### config.mk
export PLATFORM = sky130hd
export DESIGN_NAME = coilgun_core
export DESIGN_NICKNAME = d
export VERILOG_FILES = /design/src/rtl/coilgun_core.sv
export SDC_FILE = /design/constraint.sdc
export NUM_CORES = 1
export LEC_CHECK = 0
export ABC_CLOCK_PERIOD_IN_PS = 11900
export CAP_MARGIN = 15
export CORE_ASPECT_RATIO = 0.8
export CORE_UTILIZATION = 50
export CTS_CLUSTER_DIAMETER = 150
export DETAILED_ROUTE_END_ITERATION = 8
export PLACE_DENSITY = 0.75
export SETUP_SLACK_MARGIN = 0.05
export SLEW_MARGIN = 10
export SYNTH_ARGS = -nofsm -noshare
export SYNTH_HDL_FRONTEND = slang
export SYNTH_SLANG_ARGS = --single-unit
### constraint.sdc
create_clock -name clk -period 11.9 [get_ports clk]
set_input_delay 2.38 -clock clk [delete_from_list [all_inputs] [get_ports clk]]
set_output_delay 2.38 -clock clk [all_outputs]
set_load 0.02 [all_outputs]
### src/rtl/coilgun_core.sv
// Single-stage coilgun fire controller: trigger edge -> optional delay -> bounded
// coil on-time (limit or gate sensor) -> one-cycle hand-off pulse to the next stage.
module coilgun_core #(
  parameter int W = 24
) (
  input  logic         clk,
  input  logic         I_RST,
  input  logic         I_TRIG,
  input  logic         I_GATE,
  input  logic [W-1:0] I_LMT,
  input  logic [W-1:0] I_DLY,
  input  logic         I_OE,
  input  logic         I_EN,
  input  logic         I_DDS,
  input  logic         I_LDS,
  input  logic         I_LEN,
  output logic         O_SOE,
  output logic         O_EXT,
  output logic         O_RTE,
  output logic [W-1:0] O_ACC
);

  typedef enum logic [1:0] {IDLE, DELAY, FIRE, DONE} state_t;

  state_t         state_q;
  logic           trig_prev_q;
  logic           gate_prev_q;
  logic           ext_q;
  logic           rte_q;
  logic [W-1:0]   acc_q;
  logic [W-1:0]   dly_q;
  logic [W-1:0]   lmt_q;

  logic           trig_edge;
  logic           gate_edge;
  logic           start;
  logic [W-1:0]   cap;
  logic           lim_hit;

  always_comb begin
    trig_edge = I_TRIG & ~trig_prev_q;
    gate_edge = I_GATE & ~gate_prev_q;
    start     = (state_q == IDLE) & trig_edge & I_EN;
    // A zero limit still yields one FIRE cycle; with the limit disabled the
    // counter's full range is the cap, so ACC can never wrap.
    cap = I_LEN ? lmt_q : '1;
    if (cap == '0) cap = W'(1);
    lim_hit = (acc_q == cap - W'(1));
  end

  // Shot parameters are captured once per shot and not reset.
  always_ff @(posedge clk) begin
    if (!I_RST && start) begin
      dly_q <= I_DLY;
      lmt_q <= I_LMT;
    end
  end

  always_ff @(posedge clk) begin
    if (I_RST) begin
      state_q     <= IDLE;
      trig_prev_q <= 1'b0;
      gate_prev_q <= 1'b0;
      ext_q       <= 1'b0;
      rte_q       <= 1'b0;
      acc_q       <= '0;
    end else begin
      trig_prev_q <= I_TRIG;
      gate_prev_q <= I_GATE;
      ext_q       <= 1'b0;
      rte_q       <= 1'b0;
      if (!I_EN) begin
        state_q <= IDLE;
        acc_q   <= '0;
      end else begin
        case (state_q)
          IDLE: begin
            acc_q <= '0;
            if (trig_edge) begin
              state_q <= (I_DDS && (I_DLY != '0)) ? DELAY : FIRE;
            end else begin
              rte_q <= 1'b1;
            end
          end
          DELAY: begin
            if (acc_q == dly_q - W'(1)) begin
              state_q <= FIRE;
              acc_q   <= '0;
            end else begin
              acc_q <= acc_q + W'(1);
            end
          end
          FIRE: begin
            if (lim_hit || (I_LDS && gate_edge)) begin
              state_q <= DONE;
              ext_q   <= 1'b1;
            end else begin
              acc_q <= acc_q + W'(1);
            end
          end
          DONE: begin
            if (!I_TRIG) begin
              state_q <= IDLE;
              acc_q   <= '0;
              rte_q   <= 1'b1;
            end
          end
          default: begin
            state_q <= IDLE;
            acc_q   <= '0;
          end
        endcase
      end
    end
  end

  // Coil drive drops in the same cycle that OE or EN falls.
  assign O_SOE = (state_q == FIRE) & I_OE & I_EN;
  assign O_EXT = ext_q;
  assign O_RTE = rte_q;
  assign O_ACC = acc_q;

endmodule

==> qor.csv, run 1 <==
stage,metric,value,unit
timing,fin_crit_sh,67.6,%
worst_setup_path,critPathMaxFanout,30,
cells_and_area,final_util,63.7,%
yosys,syn-num-nets,654,
floorplan,die_h,95.9,µm
cts,cts_tree,built,
global_routing,grt-ovfl-total,0,
run_status,status,"finished, final reports clean",
yosys,synth_top_family_by_area,simple AND/OR/NAND/NOR gates,
worst_setup_path,cpMaxStageDelayCell,nor4_1,
timing,post-route-min-period,8050,ps
cts,clock-sinks,78,
worst_setup_path,timing.rr.end,O_ACC[0],
yosys,synthCells,590,
route,drt-total-wl,14800,µm
timing,fmax,124,MHz
hold_path,hold_end,state_q[1],
hold_path,hold_start,state_q[1],
placement,dp_hpwl,10800,µm
timing,rsz0062_at_grt,no,
cells_and_area,multi_input_area,3170,µm²
flow_run,drv_cap,0,
floorplan,rows,33,
global_routing,grt_max_degree,31,
route,vias_per_cell,6.22,
cells_and_area,layout.area.seq,2040,µm²
floorplan,io_pins,84,
global_routing,antenna_found_initial,0,
yosys,yosysTopAreaCell,edfxtp_1,
yosys,synth_edf_count,48,
timing,max-slew-margin-rel,39.2,%
yosys,synth_area,5510,µm²
yosys,synth_flop_cell,edfxtp_1,
route,route.detailed.wl_per_inst,18.6,µm
timing,max_slew.worst_pin.slew,903,ps
hold_path,min_path_type,register to register,
yosys,synthTopCellsByArea,"edfxtp_1, dfxtp_1, xnor2_1",
yosys,synthMuxAreaShare,1.11,%
global_routing,grt_pass1_vias,4486,
route,final_antenna_net_count,0,
yosys,synth_cell_types,75,
worst_setup_path,timing.rr.start,lmt_q[3],
yosys,synth_xor_area_share,9.53,%
timing,whs,502,ps
cells_and_area,n_antenna_cell,0,
yosys,syn_avg_cell_area,9.34,µm²
worst_setup_path,rrSetupSlack,5880,ps
cts,clk_pin_slew_worst_paths,60,ps
cts,post-cts-setup-buffers,0,
worst_setup_path,crit_chain,clkdlybuf4s50_1 > buf_4 > nor2b_1 > nand4_1 > nor4_1 > nor2_1 > ha_1 > nor3b_1 > xor2_1 > or3_1 > a2111oi_0 > o2111ai_1 > a2111oi_2 > nand4b_2 > a21oi_4 > nand3b_4 > o22ai_1,
global_routing,grt_pass1_wl,23400,µm
worst_setup_path,required,12110,ps
yosys,synth_compound_area_share,17.6,%
cts,ctsHoldBuffers,0,
global_routing,grt_use_total,26.4,%
yosys,ys_seq_area_share,37.0,%
worst_setup_path,worst-endpoint-arrival,8260,ps
floorplan,die_w,119,µm
cts,cts_buffers,9,
cells_and_area,nets,716,
timing,final_max_slew_viol_count,0,
floorplan,core_area,10500,µm²
placement,gp_congestion,0.902,
cts,root_buffer,clkbuf_16,
placement,portBuffers,83,
yosys,yosysWarnings,0,
power,cellPowerDensity,103,nW/µm²
timing,final.setup.tns,0,ps
timing,fin_skew,7.31,ps
yosys,synthSimpleGateAreaFrac,27.5,%
cts,clkLatencyLatePin,350,ps
route,drc_errors,0,
route,firstDrtPassIters,4,
floorplan,start_util,52.6,%
hold_path,hold_path_depth,2,
cts,cts_max_path_buffers,2,
route,dr_total_vias,4954,
power,ir_worst_vdd,0.0000769,V
worst_setup_path,path_class,input pin to register,
cts,cts.repair.resized,0,
power,p_leak,2.01,nW
worst_setup_path,reg2reg_depth,15,
yosys,synthArstFlopShare,0,%
cells_and_area,drive_gt1_share,10.2,%
cts,htreeDepth,3,
worst_setup_path,cp-start-kind,input pin,
route,drtIter0Drc,422,
timing,setup_viol,0,
worst_setup_path,critical-path-top-delay-family,simple AND/OR/NAND/NOR gates,
worst_setup_path,path_buf_inv,2,
worst_setup_path,max_stage_delay,680,ps
cells_and_area,area.growth.synth_to_final,21.2,%
worst_setup_path,worst_setup_path_end_kind,register,
floorplan,dieArea,11400,µm²
yosys,synthAdderAreaFrac,1.59,%
yosys,ys_ff_latch,78,
timing,finalHoldViolCount,0,
cells_and_area,nFillCells,927,
yosys,netlist.area_leader.share,26.2,%
-- per-stage QoR --
stage / instance area (µm²) / power, mW / setup slack, ps / instances
final: 6680 / 0.690 / 3850 / 797
after global routing: 6680 / 0.708 / 3380 / 797
after CTS: 6670 / 0.691 / 3910 / 797
after detailed placement: 6320 / 0.362 / 3560 / 781
after global placement: 6320 / 0.360 / 3920 / 781
after floorplan: 5510 / 0.335 / 3950 / 590
-- flip-flops by register name (all words and copies together) (netlist names) --
register and cells:
O_ACC 24, gate_prev_q 1, dly_q 24, O_RTE 1, O_EXT 1, state_q 2
lmt_q 24, trig_prev_q 1
-- routing by layer --
layer | GRT usage, % | routed length, µm
met5 | 0 | 0
met4 | 7.50 | 165
met3 | 5.63 | 1100
met2 | 42.1 | 6670
met1 | 36.3 | 6900
-- power breakdown --
part           internal (mW)  switching (mW)  total, mW
clock network          0.213           0.119      0.332
logic                 0.0303          0.0279     0.0582
registers              0.293         0.00629      0.299
total                  0.536           0.154      0.690
-- worst max-delay path by stage --
| stage | startpoint | to | slack (ps) | depth (start not counted) |
|---|---|---|---|---|
| after CTS | I_LEN | O_ACC[0] | 3910 | 17 |
| after global routing | I_LEN | O_ACC[5] | 3380 | 17 |
| after floorplan | I_EN | dly_q[0] | 3950 | 3 |
| final | I_LEN | O_ACC[0] | 3850 | 17 |
| after global placement | I_LEN | O_ACC[5] | 3920 | 17 |
| after detailed placement | I_LEN | O_ACC[0] | 3560 | 17 |
-- kinds of logic (layout without fill, tap and decap cells) --
group | after synthesis | in the layout
flops | 78 | 78
buf+inv | 53 | 120
xor+xnor | 60 | 60
simple gates | 269 | 269
mux | 6 | 6
fa+ha+maj | 7 | 7
compound gates | 117 | 117
-- area by class of cell --
| cell class | count | share of cell area, % |
|---|---|---|
| clock buffers | 10 | 3.58 |
| clock inverters | 6 | 1.74 |
| inverters | 15 | 0.843 |
| multi-input cells | 459 | 47.5 |
| flip-flops and latches | 78 | 30.6 |
| well taps | 140 | 2.62 |
| repair buffers | 89 | 13.1 |
-- placed cells by master, fill, tap and decap left out, types with 5 or more instances in the layout --
cell type	synthesis	routed
a211oi_1	25	25
a21oi_1	11	11
buf_4	1	6
clkbuf_16	0	9
clkdlybuf4s50_1	0	83
dfxtp_1	30	30
edfxtp_1	48	48
ha_1	7	7
inv_1	15	15
mux2i_1	5	5
nand2_1	66	66
nand2b_1	5	5
nand3_1	19	19
nand4_1	12	12
nand4b_1	5	5
nor2_1	35	35
nor2b_1	10	10
nor3_1	16	16
nor3b_1	6	6
nor4_1	18	17
nor4b_1	6	6
o211ai_1	7	7
o21ai_0	15	15
o22ai_2	18	18
or3_1	32	32
xnor2_1	39	39
xor2_1	21	21
-- Yosys cell counts, drive strengths merged (5+ instances only) --
cell and n:
nand2 66, nor4b 6, nor2 35, mux2i 5, buf 9, inv 15
clkbuf 29, dfxtp 30, a211oi 25, xor2 21, nor2b 10, xnor2 39
nor3b 6, edfxtp 48, nand3b 5, nand2b 5, nor3 16, or4 6
o21ai 16, ha 7, a21oi 12, nand3 19, or3 35, nand4b 6
nand4 12, nor4 19, o211ai 7, o22ai 20
-- worst reg2reg max path: cells and delay by family, from the launching register on --
family,cells,cell delay (ps)
xor+xnor,1,170
compound gates,5,1920
simple gates,8,3030
flops,1,530
fa+ha+maj,1,260
(Power assumes the default switching activity.)
==> inputs of run 2 (changes only) <==
--- a/config.mk
+++ b/config.mk
@@ -5,7 +5,7 @@
 export SDC_FILE = /design/constraint.sdc
 export NUM_CORES = 1
 export LEC_CHECK = 0
-export ABC_CLOCK_PERIOD_IN_PS = 11900
+export ABC_CLOCK_PERIOD_IN_PS = 8200
 export CAP_MARGIN = 15
 export CORE_ASPECT_RATIO = 0.8
 export CORE_UTILIZATION = 50
==> constraint.sdc (replaced) <==
create_clock -name clk -period 8.2 [get_ports clk]
set_input_delay 1.64 -clock clk [delete_from_list [all_inputs] [get_ports clk]]
set_output_delay 1.64 -clock clk [all_outputs]
set_load 0.02 [all_outputs]
==> run 2 against run 1 <==
Critical path depth unchanged; count of clock-buffer cells in the layout did not move; worst setup slack worse by 2700 ps; largest cell class unchanged; wire length increased by 2.3%; total power rose by 37%; via count is 0.67% higher; utilization down 0.31 points; critical endpoint is now O_ACC[20].
==> qor.csv, run 2 (synthesis gave the netlist of run 1 again) <==
stage,metric,value,unit
cts,cts.repair.resized,0,
placement,gp_congestion,0.905,
global_routing,grt_pass1_wl,24200,µm
worst_setup_path,critPathMaxFanout,26,
cts,htreeDepth,3,
cts,clkLatencyLatePin,340,ps
timing,final.setup.tns,0,ps
placement,portBuffers,83,
worst_setup_path,required,8450,ps
cells_and_area,final_util,63.4,%
hold_path,hold_start,state_q[1],
floorplan,dieArea,11400,µm²
cells_and_area,layout_commonest_cell,clkdlybuf4s50_1,
floorplan,io_pins,84,
worst_setup_path,path_class,input pin to register,
route,drc_errors,0,
cts,post-cts-setup-buffers,0,
cells_and_area,nFillCells,911,
cts,cts_buffers,9,
cts,ctsHoldBuffers,0,
global_routing,antenna_found_initial,0,
route,drt-total-wl,15200,µm
cts,root_buffer,clkbuf_16,
power,cellPowerDensity,142,nW/µm²
worst_setup_path,timing.rr.start,lmt_q[3],
timing,max-slew-margin-rel,35.5,%
hold_path,min_path_type,register to register,
timing,fin_crit_sh,85.6,%
worst_setup_path,crit_start,I_LEN,
floorplan,start_util,52.6,%
power,ir_worst_vdd,0.0000942,V
timing,fmax,142,MHz
timing,setup_slack,1180,ps
route,vias_per_cell,6.25,
global_routing,grt_max_degree,30,
timing,rsz0062_at_grt,no,
cells_and_area,drive_gt1_share,10.0,%
cells_and_area,n_antenna_cell,0,
route,drtIter0Drc,489,
floorplan,core_area,10500,µm²
cts,cts_tree,built,
floorplan,die_w,119,µm
timing,fin_skew,7.39,ps
timing,finalHoldViolCount,0,
route,final_antenna_net_count,0,
global_routing,grt_pass1_vias,4677,
route,route.detailed.wl_per_inst,19.0,µm
global_routing,grt-ovfl-total,0,
worst_setup_path,cp-start-kind,input pin,
global_routing,grt_use_total,27.0,%
cts,clk_pin_slew_worst_paths,60,ps
floorplan,die_h,95.9,µm
placement,dp_hpwl,11000,µm
flow_run,drv_cap,0,
timing,max_slew.worst_pin.slew,968,ps
cells_and_area,layout.area.seq,2040,µm²
cells_and_area,multi_input_area,3170,µm²
power,p_leak,2.00,nW
cts,clock-sinks,78,
cells_and_area,final_cell_mix,"clkdlybuf4s50_1, nand2_1, edfxtp_1",
placement,place_ws,866,ps
timing,setup_viol,0,
cells_and_area,nets,717,
route,dr_total_vias,4987,
route,firstDrtPassIters,5,
timing,final_max_slew_viol_count,0,
worst_setup_path,worst-endpoint-arrival,7270,ps
run_status,status,"finished, final reports clean",
timing,post-route-min-period,7020,ps
floorplan,rows,33,
worst_setup_path,worst_setup_path_end_kind,register,
cells_and_area,area.growth.synth_to_final,20.6,%
cts,cts_max_path_buffers,2,
==> run 2: final cells by class <==
class / count / share of cell area, %
Clock buffer: 10 / 3.45
Clock inverter: 6 / 1.30
Inverter: 15 / 0.847
Multi-Input combinational cell: 459 / 47.8
Sequential cell: 78 / 30.7
Tap cell: 140 / 2.64
Timing Repair Buffer: 90 / 13.3
==> run 2: through the flow <==
step                hold WS (ps)  power (mW)  cells  area, µm²
CTS                          505       0.952    798       6640
finish                       515       0.946    798       6650
global placement             486       0.523    782       6320
floorplan                    471       0.486    590       5510
detailed placement           497       0.526    782       6320
global route                 531       0.975    798       6650
==> run 2: critical path, cell delays in order <==
cell and delay [ps]:
clkdlybuf4s50_1 890, nor4b_1 690, nand3b_1 240, nor4_1 560, nor2_1 100, ha_1 260, nor3b_1 150, xor2_1 160
or3_1 300, a2111oi_0 590, o2111ai_1 220, a2111oi_2 400, nand4b_2 200, a21oi_4 190, buf_4 310, a211oi_1 100
o32ai_2 240
==> run 2: final timing paths <==
path / cells past startpoint / end / slack, ps
hold reg to reg: 2 / state_q[1] / 510
setup / recovery: 17 / O_ACC[20] / 1180
hold / removal: 2 / state_q[1] / 510
setup reg to reg: 16 / O_ACC[20] / 2640
==> run 2: where the power goes <==
| group | total [mW] | switching (mW) | internal (mW) |
|---|---|---|---|
| registers | 0.435 | 0.00916 | 0.426 |
| logic | 0.0854 | 0.0413 | 0.0441 |
| clock network | 0.426 | 0.160 | 0.266 |
==> run 2: layer usage <==
layer  up-vias  wire, µm  GRT usage (%)
met5         -         0              0
met1      2390      6890           37.0
met4         0       121           5.83
met3        12      1160           4.21
li1       2353         -              -
met2       232      7000           45.4
